--- src/rtl/mem_arbiter.sv ---
// mem_arbiter: shares the single main-memory port between I-cache fills, D-cache
// fills and D-cache write-through stores. A fill is an 8-word burst over one 16-byte block.
module mem_arbiter #(
  parameter int MEM_LATENCY = 4
) (
  input  logic        clk,
  input  logic        rst,
  input  logic        icache_req,
  input  logic [15:0] icache_addr,
  input  logic        dcache_req,
  input  logic [15:0] dcache_addr,
  input  logic        dcache_wr_req,
  input  logic [15:0] dcache_wr_addr,
  input  logic [15:0] dcache_wr_data,
  input  logic [15:0] mem_data_in,
  input  logic        mem_data_valid,
  output logic        mem_enable,
  output logic        mem_wr,
  output logic [15:0] mem_addr,
  output logic [15:0] mem_data_out,
  output logic        icache_grant,
  output logic        dcache_grant,
  output logic        icache_data_valid,
  output logic        dcache_data_valid,
  output logic [15:0] fill_data,
  output logic [2:0]  fill_word,
  output logic        icache_fill_done,
  output logic        dcache_fill_done,
  output logic        dcache_wr_done
);

  localparam int QW = $clog2(MEM_LATENCY + 1);
  localparam logic [QW-1:0] QLAST = QW'(MEM_LATENCY - 1);

  typedef enum logic [2:0] {
    QUIESCE = 3'd0,
    IDLE    = 3'd1,
    ISSUE   = 3'd2,
    DRAIN   = 3'd3,
    WRITE   = 3'd4
  } state_t;

  state_t        state_q, state_d;
  logic          owner_is_d_q, owner_is_d_d;
  logic [11:0]   base_q, base_d;
  logic [2:0]    issue_cnt_q, issue_cnt_d;
  logic [2:0]    ret_cnt_q, ret_cnt_d;
  logic [QW-1:0] quiesce_cnt_q, quiesce_cnt_d;
  logic [15:0]   wr_addr_q, wr_addr_d;
  logic [15:0]   wr_data_q, wr_data_d;

  logic in_burst;
  logic word_ret;
  logic last_ret;
  logic unused_low_addr;

  // Block offset bits of a miss address never reach memory; the burst rebuilds them.
  assign unused_low_addr = ^{icache_addr[3:0], dcache_addr[3:0]};

  assign in_burst = (state_q == ISSUE) || (state_q == DRAIN);
  assign word_ret = in_burst && mem_data_valid;
  assign last_ret = word_ret && (ret_cnt_q == 3'd7);

  always_ff @(posedge clk) begin
    if (rst) begin
      state_q       <= QUIESCE;
      owner_is_d_q  <= 1'b0;
      base_q        <= 12'h000;
      issue_cnt_q   <= 3'd0;
      ret_cnt_q     <= 3'd0;
      quiesce_cnt_q <= '0;
      wr_addr_q     <= 16'h0000;
      wr_data_q     <= 16'h0000;
    end else begin
      state_q       <= state_d;
      owner_is_d_q  <= owner_is_d_d;
      base_q        <= base_d;
      issue_cnt_q   <= issue_cnt_d;
      ret_cnt_q     <= ret_cnt_d;
      quiesce_cnt_q <= quiesce_cnt_d;
      wr_addr_q     <= wr_addr_d;
      wr_data_q     <= wr_data_d;
    end
  end

  always_comb begin
    state_d           = state_q;
    owner_is_d_d      = owner_is_d_q;
    base_d            = base_q;
    issue_cnt_d       = issue_cnt_q;
    ret_cnt_d         = ret_cnt_q;
    quiesce_cnt_d     = quiesce_cnt_q;
    wr_addr_d         = wr_addr_q;
    wr_data_d         = wr_data_q;
    mem_enable        = 1'b0;
    mem_wr            = 1'b0;
    mem_addr          = 16'h0000;
    mem_data_out      = 16'h0000;
    icache_grant      = 1'b0;
    dcache_grant      = 1'b0;
    icache_data_valid = 1'b0;
    dcache_data_valid = 1'b0;
    fill_data         = mem_data_in;
    fill_word         = 3'd0;
    icache_fill_done  = 1'b0;
    dcache_fill_done  = 1'b0;
    dcache_wr_done    = 1'b0;

    case (state_q)
      QUIESCE: begin
        // Long enough for every return of a burst cut off by reset to drain away.
        quiesce_cnt_d = quiesce_cnt_q + QW'(1);
        if (quiesce_cnt_q == QLAST) state_d = IDLE;
        else                        state_d = QUIESCE;
      end
      IDLE: begin
        if (dcache_req) begin
          owner_is_d_d = 1'b1;
          base_d       = dcache_addr[15:4];
          issue_cnt_d  = 3'd0;
          ret_cnt_d    = 3'd0;
          state_d      = ISSUE;
        end else if (dcache_wr_req) begin
          wr_addr_d = dcache_wr_addr;
          wr_data_d = dcache_wr_data;
          state_d   = WRITE;
        end else if (icache_req) begin
          owner_is_d_d = 1'b0;
          base_d       = icache_addr[15:4];
          issue_cnt_d  = 3'd0;
          ret_cnt_d    = 3'd0;
          state_d      = ISSUE;
        end else begin
          state_d = IDLE;
        end
      end
      ISSUE: begin
        mem_enable  = 1'b1;
        mem_addr    = {base_q, issue_cnt_q, 1'b0};
        issue_cnt_d = issue_cnt_q + 3'd1;
        if (last_ret)                  state_d = IDLE;
        else if (issue_cnt_q == 3'd7)  state_d = DRAIN;
        else                           state_d = ISSUE;
      end
      DRAIN: begin
        if (last_ret) state_d = IDLE;
        else          state_d = DRAIN;
      end
      WRITE: begin
        mem_enable     = 1'b1;
        mem_wr         = 1'b1;
        mem_addr       = wr_addr_q;
        mem_data_out   = wr_data_q;
        dcache_wr_done = 1'b1;
        state_d        = IDLE;
      end
      default: begin
        state_d = QUIESCE;
      end
    endcase

    if (in_burst) begin
      icache_grant = !owner_is_d_q;
      dcache_grant = owner_is_d_q;
      fill_word    = ret_cnt_q;
    end else begin
      icache_grant = 1'b0;
      dcache_grant = 1'b0;
      fill_word    = 3'd0;
    end

    // Returns may overlap the issue phase, so they are counted in both burst states.
    if (word_ret) begin
      ret_cnt_d         = ret_cnt_q + 3'd1;
      icache_data_valid = !owner_is_d_q;
      dcache_data_valid = owner_is_d_q;
      icache_fill_done  = last_ret && !owner_is_d_q;
      dcache_fill_done  = last_ret && owner_is_d_q;
    end else begin
      icache_data_valid = 1'b0;
      dcache_data_valid = 1'b0;
      icache_fill_done  = 1'b0;
      dcache_fill_done  = 1'b0;
    end
  end

endmodule
--- config.mk ---
export PLATFORM = sky130hd
export DESIGN_NAME = mem_arbiter
export DESIGN_NICKNAME = d
export VERILOG_FILES = /design/src/rtl/mem_arbiter.sv
export SDC_FILE = /design/constraint.sdc
export NUM_CORES = 1
export LEC_CHECK = 0
export ABC_AREA = 1
export BUFFER_PORTS_ARGS = -buffer_cell sky130_fd_sc_hd__buf_2
export CAP_MARGIN = 20
export CORE_MARGIN = 2
export CORE_UTILIZATION = 40
export DETAILED_ROUTE_END_ITERATION = 6
export PLACE_DENSITY_LB_ADDON = 0.08
export SYNTH_ARGS = -nofsm -noshare
export SYNTH_HDL_FRONTEND = slang
export SYNTH_SLANG_ARGS = --single-unit
--- constraint.sdc ---
create_clock -name clk -period 3.3 [get_ports clk]
set_input_delay 0.66 -clock clk [delete_from_list [all_inputs] [get_ports clk]]
set_output_delay 0.66 -clock clk [all_outputs]
set_load 0.005 [all_outputs]
Word level (Yosys, flattened, before mapping):

Index checks and enable logic that the tools add are counted.

* add/sub/neg operators: 3
* equal/unequal tests: 11
* muxes and demuxes: 31
* bitwise logic cells: 1
* reductions and logical operators: 16

Operator list (number)
* 12-bit two-way mux: 3
* 16-bit case mux with 2 select lines: 1
* 3-bit two-way mux: 8
* 16-bit two-way mux: 1
* 3-bit case mux with 5 select lines: 1
* 1-bit two-way mux: 13
* 3-bit AND reduction: 4
* 3-bit by 1-bit adder with 3-bit output, second input constant: 3
* 3-bit by 2-bit == test with 1-bit output, second input constant: 3
* 3-bit == test, second input constant: 3
* 2-bit two-way mux: 3
* 3-bit != test, second input constant: 2
* 3-bit case mux with 2 select lines: 1
* 2-bit nonzero test: 3
* 1-bit logical AND: 4
* 3-bit by 1-bit == test with 1-bit output, second input constant: 1
* 3-bit zero test: 1
* 3-bit by 2-bit != test with 1-bit output, second input constant: 1
* 3-bit nonzero test: 1
* 2-bit != test, second input constant: 1
* 2-bit OR reduction: 1
* 1-bit zero test: 1
* 1-bit logical OR: 1
* 1-bit NOT: 1

* bits in registers: 57
* input bits: 86
* output and inout port bits: 60
* word-level logic and storage cells: 70

Logic depth before layout (Yosys ltp):

Gate-level depths: netlist (run 1).

* word-level depth: 6
* gate-level depth with buffers: 9
* gate-level depth less buffers: 8

Worst setup path after synthesis (run 1):

No wires, ideal clock.

* path kind: reg2out
* start point: register state_q[1]
* end point: output port mem_wr
* arrival time: 1.104 ns
* required time: 2.640 ns
* path slack: 1.536 ns
* stages on the path, launching flop included: 6
* buffers on the path: 2
* cells stage by stage: dfxtp_1 nor2_1 nand2_2 inv_2 buf_2 buf_4

* word-level cells in the longest chain between the ends: 2

Ends and longest elaborated chain
* start: declaration: line 43 `state_t state_q, state_d;`
* start signal: assignment: line 75 `state_q <= state_d;`
* 3-bit == test
* 1-bit two-way mux
* end: declaration: line 18 `output logic mem_wr,`

No other way between the ends.

Final worst setup path (run 1):

* start point: register state_q[1]
* end point: output port mem_addr[2]

* word-level cells in the longest chain between the ends: 2
* elaborated cells on any way between the ends: 3
* classes of those cells: eq/ne: 2; mux: 1

Ends and longest elaborated chain
* 3-bit == test / 3-bit by 2-bit == test with 1-bit output (equally long branches): line 109 `case (state_q)`
* 16-bit case mux with 2 select lines *: line 109
* end: declaration: line 19 `output logic [15:0] mem_addr,`

Mark *: on every way between the ends. The rest lies on a longest branch, timed or not.

==> impl_metrics.json, run 1 <==
{
  "path_cells": "nor2_1 > nand2_2 > inv_2 > a22o_1 > buf_2",
  "worstHoldStart": "base_q[8]",
  "synth_top_cell_area_share": 0.406,
  "maxSlewViolCount": 0,
  "dp_hpwl_mm": 4.96,
  "outcome": "completed",
  "post-route-period-util": 0.759,
  "path_max_fanout": 19,
  "yosysWarnings": 0,
  "cts_resized": 0,
  "syn_to_final_growth_pct": 21.5,
  "multiInputGateArea_um2": 1300,
  "wire_per_inst_um": 11.6,
  "core_um2": 6790,
  "gp_congestion": 0.816,
  "layout-drive-gt1-share": 0.261,
  "grt_use_total": 0.193,
  "hold_class": "flip-flop to flip-flop",
  "setup_tns_ns": 0,
  "routed-via-count": 2751,
  "end_kind": "primary output",
  "crit_buf_inv": 2,
  "final_hold_viol_count": 0,
  "cts_tree": "yes",
  "p_leak_nw": 1.74,
  "postRouteAntennaNets": 0,
  "period_minus_slack_ns": 2.50,
  "fin_ws_ns": 0.795,
  "avgSynthCellArea_um2": 6.60,
  "ys_types": 19,
  "crit_family": "flip-flops",
  "ir_worst_vdd_uv": 256,
  "cts_buffer_depth": 2,
  "wl_mm": 7.04,
  "worstMarginPinSlew_ns": 0.700,
  "rsz0062_at_grt": "no",
  "drt_iter0_drc": 110,
  "syn_area_um2": 2810,
  "fillCellCount": 753,
  "cts_htree_levels": 3,
  "hold_ws_ns": 0.463,
  "die_h_um": 87.9,
  "dieArea_um2": 7720,
  "initial_utilization": 0.414,
  "grt_start_max_net_pins": 36,
  "setup_violations": 0,
  "antenna_found_initial": 0,
  "syn-num-nets": 518,
  "reg2reg_from": "state_q[0]",
  "slowest_stage": "dfxtp_1",
  "worstPathArrival_ns": 1.84,
  "cts_buffers": 9,
  "io_buffers": 105,
  "numClockSinks": 57,
  "via_per_inst": 4.52,
  "crit_required_ns": 2.64,
  "dr.pass1.iters": 4,
  "rows": 30,
  "grt_pass1_wl_mm": 11.6,
  "synth_seq_cells": 57,
  "max_stage_delay_ns": 0.46,
  "powerDensity_nw_per_um2": 443,
  "layout.nets": 600,
  "clockRootBuffer": "clkbuf_8",
  "fin_util": 0.503,
  "slew_headroom": 0.532,
  "dp_slack_ns": 0.844,
  "final_cell_mix": "buf_2, nand2_1, nor2_1",
  "crit_start": "state_q[1]",
  "io_pins": 146,
  "antenna_cells": 0,
  "fmax_mhz": 399,
  "synth_cells": 426,
  "mostFrequentLayoutCell": "buf_2",
  "synthTopCellsByArea": "dfxtp_1, nand2_1, nor2_1",
  "grt.overflow.total": 0,
  "worstSetupPathType": "flip-flop to primary output",
  "clock_latency_ns": 0.33,
  "cap_violations": 0,
  "die_w_um": 87.9,
  "cts-hold-fix-buffers": 0,
  "synth-seq-area-share": 0.406,
  "crit_path_start_kind": "flip-flop",
  "path_clk_slew_ns": 0.06,
  "postCtsSetupBuffers": 0,
  "regArea_um2": 1140,
  "synth_top_area_cell": "dfxtp_1",
  "drc_errors": 0,
  "first_global_vias": 2596,
  "skew_ns": 0.0110
}
[area by class of cell]
type | instances | area share
Inverter | 36 | 0.0395
Clock inverter | 3 | 0.00439
Clock buffer | 13 | 0.0465
Timing Repair Buffer | 108 | 0.160
Sequential cell | 57 | 0.334
Multi-Input combinational cell | 296 | 0.380
Tap cell | 96 | 0.0351
[power breakdown]
part	leakage (nW)	total (mW)	switching, mW	internal, mW
clock	0.0932	0.574	0.265	0.310
sequential	0.460	0.750	0.0233	0.726
combinational	1.19	0.189	0.115	0.0742
total	1.74	1.51	0.403	1.11
[final timing paths]
check        slack, ns  cells after the start            to
max               0.80                      5   mem_addr[2]
min reg2reg       0.46                      2     base_q[8]
max reg2reg       1.29                      5  ret_cnt_q[2]
min               0.46                      2     base_q[8]
[worst register-to-register path, stage by stage, from the launching register on]
cell,delay [ns]
dfxtp_1,0.41
nand2_1,0.12
nor2_2,0.44
nand2_1,0.60
nand3_1,0.24
a21oi_1,0.09
[kinds of logic after synthesis]
| kind of cell | after synthesis | synth area share |
|---|---|---|
| flops | 57 | 0.406 |
| buf+inv | 73 | 0.132 |
| xor+xnor | 1 | 0.00311 |
| simple gates | 227 | 0.319 |
| compound gates | 62 | 0.113 |
| fa+ha+maj | 6 | 0.0267 |
[through the flow]
step	instances	power [mW]	area (µm²)
2_1_floorplan	426	0.899	2810
3_3_place_gp	593	0.950	3240
3_5_place_dp	593	0.956	3240
4_1_cts	609	1.53	3420
5_1_grt	609	1.59	3420
6_report	609	1.51	3420
[state kept, by name, summed over array words and instances (netlist names)]
register       flops
state_q            3
owner_is_d_q       1
base_q            12
issue_cnt_q        3
wr_data_q         16
ret_cnt_q          3
quiesce_cnt_q      3
wr_addr_q         16
[Yosys cell counts]
cell type	count
nand2_2	2
buf_2	9
buf_4	23
clkbuf_1	5
o21ai_0	7
inv_2	7
o21ai_1	31
nand2_1	104
nor2_4	2
a22o_1	2
nand4_1	1
nor2_2	1
nand3_1	17
xor2_1	1
inv_1	29
nor2_1	100
ha_1	6
a21oi_1	22
dfxtp_1	57
[routing by layer]
metal,track usage,wire length [µm],vias up
met5,0,0,-
met4,0.0769,130,0
met3,0.0490,428,11
met2,0.321,3210,83
met1,0.239,3280,1185
li1,-,-,1472
Note: power is estimated with default switching activity, not from simulation.
==> inputs of run 2 (changes only) <==
==> constraint.sdc (replaced) <==
create_clock -name clk -period 2.5 [get_ports clk]
set_input_delay 0.5 -clock clk [delete_from_list [all_inputs] [get_ports clk]]
set_output_delay 0.5 -clock clk [all_outputs]
set_load 0.005 [all_outputs]
==> run 2 against run 1 <==
Against the previous run: clock-buffer cell count did not move; design area rose by 0.88%; worst setup slack got worse by 0.55 ns; critical path depth did not move; sequential cell count did not move; core utilization rose by 0.44 points; routed wire length barely moved; combinational power rose by 34%; largest power group unchanged.
==> impl_metrics.json, run 2 (synthesis results as in run 1) <==
{
  "numClockSinks": 57,
  "antenna_cells": 0,
  "via_per_inst": 4.52,
  "max_stage_delay_ns": 0.46,
  "outcome": "completed",
  "grt.overflow.total": 0,
  "fmax_mhz": 444,
  "dp_hpwl_mm": 5.04,
  "first_global_vias": 2527,
  "io_buffers": 105,
  "crit_path_start_kind": "flip-flop",
  "powerDensity_nw_per_um2": 579,
  "wl_mm": 7.04,
  "reg_top3": "wr_addr_q: 16 flops, wr_data_q: 16 flops, base_q: 12 flops",
  "crit_required_ns": 2.00,
  "die_h_um": 87.9,
  "path_clk_slew_ns": 0.07,
  "worstPathArrival_ns": 1.75,
  "die_w_um": 87.9,
  "end_kind": "primary output",
  "io_pins": 146,
  "core_um2": 6790,
  "routed-via-count": 2773,
  "clockRootBuffer": "clkbuf_8",
  "postRouteAntennaNets": 0,
  "clock_latency_ns": 0.32,
  "slew_headroom": 0.533,
  "syn_to_final_growth_pct": 22.6,
  "place_area_um2": 3270,
  "p_leak_nw": 1.76,
  "grt_use_total": 0.194,
  "layout.nets": 604,
  "setup_violations": 0,
  "dr.pass1.iters": 6,
  "final_cell_mix": "buf_2, nand2_1, nor2_1",
  "skew_ns": 0.00514,
  "wire_per_inst_um": 11.5,
  "grt_pass1_wl_mm": 11.7,
  "hold_class": "primary input to flip-flop",
  "period_minus_slack_ns": 2.25,
  "fin_area_um2": 3450,
  "postCtsSetupBuffers": 0,
  "gp_congestion": 0.802,
  "cts_tree": "yes",
  "cts_resized": 0,
  "path_max_fanout": 18,
  "initial_utilization": 0.414,
  "rsz0062_at_grt": "no",
  "slowest_stage": "dfxtp_1",
  "cts_htree_levels": 3,
  "worstSetupPathType": "flip-flop to primary output",
  "cts-hold-fix-buffers": 0,
  "grt_start_max_net_pins": 34,
  "cts_buffers": 9,
  "cts_buffer_depth": 2,
  "post-route-period-util": 0.901,
  "fin_util": 0.508,
  "ir_worst_vdd_uv": 304,
  "dieArea_um2": 7720,
  "path_cells": "nand2_2 > nor2_4 > inv_2 > o21ai_0 > buf_2",
  "rows": 30,
  "antenna_found_initial": 0,
  "setup_tns_ns": 0,
  "layout-drive-gt1-share": 0.267,
  "drt_iter0_drc": 85,
  "mostFrequentLayoutCell": "buf_2",
  "cap_violations": 0,
  "drc_errors": 0,
  "maxSlewViolCount": 0,
  "hold_ws_ns": 0.396,
  "worstMarginPinSlew_ns": 0.699,
  "final_hold_viol_count": 0
}
run 2: layer usage:
layer,up-vias,track usage,part of all wire
met5,-,0,0
met2,82,0.322,0.45
met3,10,0.0368,0.057
met1,1205,0.246,0.47
li1,1476,-,-
met4,0,0.0825,0.016
run 2: layout make-up:
cell class,instances,area (µm²)
Clock inverter,3,15.0
Clock buffer,13,159
Fill cell,748,3350
Timing Repair Buffer,112,578
Sequential cell,57,1140
Tap cell,96,120
Inverter,36,135
Multi-Input combinational cell,296,1300
run 2: where the power goes:
part / switching, mW / internal [mW] / total [mW] / leakage [nW]
combinational: 0.151 / 0.102 / 0.253 / 1.21
sequential: 0.0312 / 0.959 / 0.990 / 0.460
clock: 0.343 / 0.409 / 0.752 / 0.0932
total: 0.525 / 1.47 / 2.00 / 1.76
run 2: through the flow:
step	instances	setup WS [ns]	total power, mW
detailed placement	597	0.547	1.27
finish	613	0.248	2.00
global route	613	0.0467	2.11
global placement	597	0.588	1.26
CTS	613	0.206	2.02
floorplan	426	0.896	1.19
run 2: path summary, 6_finish.rpt:
| kind | startpoint | end | slack, ns | cells after the start |
|---|---|---|---|---|
| worst min-delay path | dcache_wr_data[11] | wr_data_q[11] | 0.40 | 3 |
| worst min register to register | base_q[8] | base_q[8] | 0.47 | 2 |
| worst max-delay path | state_q[1] | mem_addr[1] | 0.25 | 5 |
| worst max register to register | state_q[2] | issue_cnt_q[2] | 0.79 | 7 |
run 2: worst max-delay path: cells and delay by family, from the launching register on:
| family | cells | cell delay, ns |
|---|---|---|
| compound gates | 1 | 0.16 |
| simple gates | 2 | 0.54 |
| buf+inv | 2 | 0.26 |
| flops | 1 | 0.46 |
==> inputs of run 3 (changes only) <==
--- a/config.mk
+++ b/config.mk
@@ -5,7 +5,6 @@
 export SDC_FILE = /design/constraint.sdc
 export NUM_CORES = 1
 export LEC_CHECK = 0
-export ABC_AREA = 1
 export BUFFER_PORTS_ARGS = -buffer_cell sky130_fd_sc_hd__buf_2
 export CAP_MARGIN = 20
 export CORE_MARGIN = 2
==> run 3 against run 2 <==
Against the previous run: final cell count decreased by 18%; worst setup slack got worse by 0.052 ns; routed wire length decreased by 1.9%; core utilization decreased by 0.62 points; worst hold slack improved by 0.011 ns; critical endpoint is now mem_enable; synthesized cell count decreased by 21%; sequential share of layout area increased by 0.79 points; clock skew decreased by 0.0020 ns; non-clock buffer count increased by 1; design area decreased by 2.3%; critical path depth decreased by 1.
==> impl_metrics.json, run 3 <==
{
  "outcome": "completed",
  "ys_types": 35,
  "rsz0062_at_grt": "no",
  "dp_hpwl_mm": 4.77,
  "die_h_um": 87.1,
  "cts_buffer_depth": 2,
  "yosysWarnings": 0,
  "reg2reg_from": "state_q[2]",
  "rows": 30,
  "yosys.area_share.simple": 0.236,
  "clockRootBuffer": "clkbuf_8",
  "maxSlewViolCount": 0,
  "synth_adder_area_share": 0.0272,
  "cap_violations": 0,
  "synthMuxAreaShare": 0.0471,
  "final_cell_mix": "buf_2, nand2_1, dfxtp_1",
  "die_w_um": 87.1,
  "grt_start_max_net_pins": 34,
  "drc_errors": 0,
  "synth-edff-count": 0,
  "slew_headroom": 0.619,
  "hold_class": "primary input to flip-flop",
  "via_per_inst": 5.01,
  "synth_top_cell_area_share": 0.413,
  "worstMarginPinSlew_ns": 0.568,
  "fmax_mhz": 434,
  "syn-num-nets": 427,
  "wl_mm": 6.90,
  "grt.overflow.total": 0,
  "path_cells": "nor2b_1 > nand2b_1 > o21ai_0 > buf_2",
  "postRouteAntennaNets": 0,
  "skew_ns": 0.00317,
  "end_kind": "primary output",
  "slowest_stage": "dfxtp_1",
  "antenna_cells": 0,
  "crit_path_start_kind": "flip-flop",
  "io_buffers": 105,
  "synth_seq_cells": 57,
  "total_power_mw": 1.93,
  "syn_to_final_growth_pct": 22.0,
  "synth-seq-area-share": 0.413,
  "layout.nets": 509,
  "period_minus_slack_ns": 2.30,
  "powerDensity_nw_per_um2": 572,
  "post-route-period-util": 0.922,
  "fillCellCount": 720,
  "synth_cells": 335,
  "synthTopCellsByCount": "nand2_1, dfxtp_1, a21oi_1, nor2_1, and3_1",
  "cts-hold-fix-buffers": 0,
  "p_leak_nw": 1.57,
  "avgSynthCellArea_um2": 8.24,
  "antenna_found_initial": 0,
  "grt_use_total": 0.186,
  "crit_start": "state_q[1]",
  "max_stage_delay_ns": 0.54,
  "synth_compound_area_frac": 0.175,
  "reg_top3": "wr_addr_q: 16 flops, wr_data_q: 16 flops, base_q: 12 flops",
  "drt_iter0_drc": 102,
  "mostFrequentLayoutCell": "buf_2",
  "clock_latency_ns": 0.32,
  "cts_tree": "yes",
  "core_um2": 6720,
  "setup_violations": 0,
  "initial_utilization": 0.411,
  "path_clk_slew_ns": 0.06,
  "synth_top_area_cell": "dfxtp_1",
  "worstHoldStart": "dcache_wr_data[9]",
  "synth_xor_area_frac": 0.00317,
  "synth-main-ff-cell": "dfxtp_1",
  "routed-via-count": 2504,
  "crit_required_ns": 2.00,
  "dieArea_um2": 7580,
  "path_max_fanout": 9,
  "first_global_vias": 2310,
  "hold_ws_ns": 0.407,
  "numClockSinks": 57,
  "synth_most_common_cell": "nand2_1",
  "gp_congestion": 0.755,
  "cts_htree_levels": 3,
  "syn_area_um2": 2760,
  "setup_tns_ns": 0,
  "cts_buffers": 9,
  "wire_per_inst_um": 13.8,
  "ir_worst_vdd_uv": 238,
  "dr.pass1.iters": 4,
  "worstSetupPathType": "flip-flop to primary output",
  "synthTopCellsByArea": "dfxtp_1, nand2_1, a21oi_1",
  "asyncSetResetFlopFracSynth": 0,
  "synth_top_family_by_area": "simple AND/OR/NAND/NOR gates",
  "io_pins": 146,
  "worstPathArrival_ns": 1.80,
  "grt_pass1_wl_mm": 11.0,
  "final_hold_viol_count": 0,
  "layout-drive-gt1-share": 0.310
}
==> run 3: worst paths after layout <==
kind / endpoint / slack [ns] / cells after the start
max: mem_enable / 0.20 / 4
min: wr_data_q[9] / 0.41 / 3
max reg2reg: base_q[11] / 0.79 / 5
min reg2reg: wr_addr_q[0] / 0.45 / 2
==> run 3: final cells by class <==
class,instances,area [µm²],area share
clock buffers,14,163,0.0483
inverters,2,7.51,0.00223
well taps,80,100,0.0297
multi-input cells,234,1360,0.403
flip-flops and latches,57,1140,0.339
repair buffers,113,598,0.178
==> run 3: cells by family (layout without fill, tap and decap cells) <==
logic type	Yosys count	count (layout)
fa+ha+maj	6	6
mux	13	13
xor+xnor	1	1
buf+inv	44	129
flops	57	57
compound gates	75	75
simple gates	139	139
==> run 3: where the power goes <==
group / internal [mW] / total (mW) / switching [mW]
Clock: 0.404 / 0.730 / 0.326
Combinational: 0.101 / 0.225 / 0.124
Sequential: 0.946 / 0.972 / 0.0262
Total: 1.45 / 1.93 / 0.476
==> run 3: what timing repair did <==
action	CTS	global route
endpoints found under the setup margin	0	1
setup buffers	0	0
resized for setup	0	1
==> run 3: critical path, delay by kind of cell, from the launching register on <==
family / cells / cell delay (ns)
AO/OA/AOI/OAI: 1 / 0.12
buffers and inverters: 1 / 0.14
flip-flops: 1 / 0.54
AND/OR/NAND/NOR: 2 / 0.68
==> run 3: through the flow <==
| step | area (µm²) | instances | setup slack (ns) | utilization |
|---|---|---|---|---|
| global placement | 3200 | 486 | 0.477 | 0.477 |
| floorplan | 2760 | 335 | 0.680 | - |
| CTS | 3370 | 500 | 0.116 | 0.501 |
| finish | 3370 | 500 | 0.196 | 0.501 |
| global route | 3370 | 500 | 0.0777 | 0.501 |
| detailed placement | 3200 | 486 | 0.474 | 0.477 |
==> run 3: routing by layer <==
layer,share of wire,track usage,up-vias
met5,0,0,-
met4,0.011,0.0767,0
met3,0.092,0.0569,6
met2,0.44,0.287,98
met1,0.46,0.241,1106
li1,-,-,1294
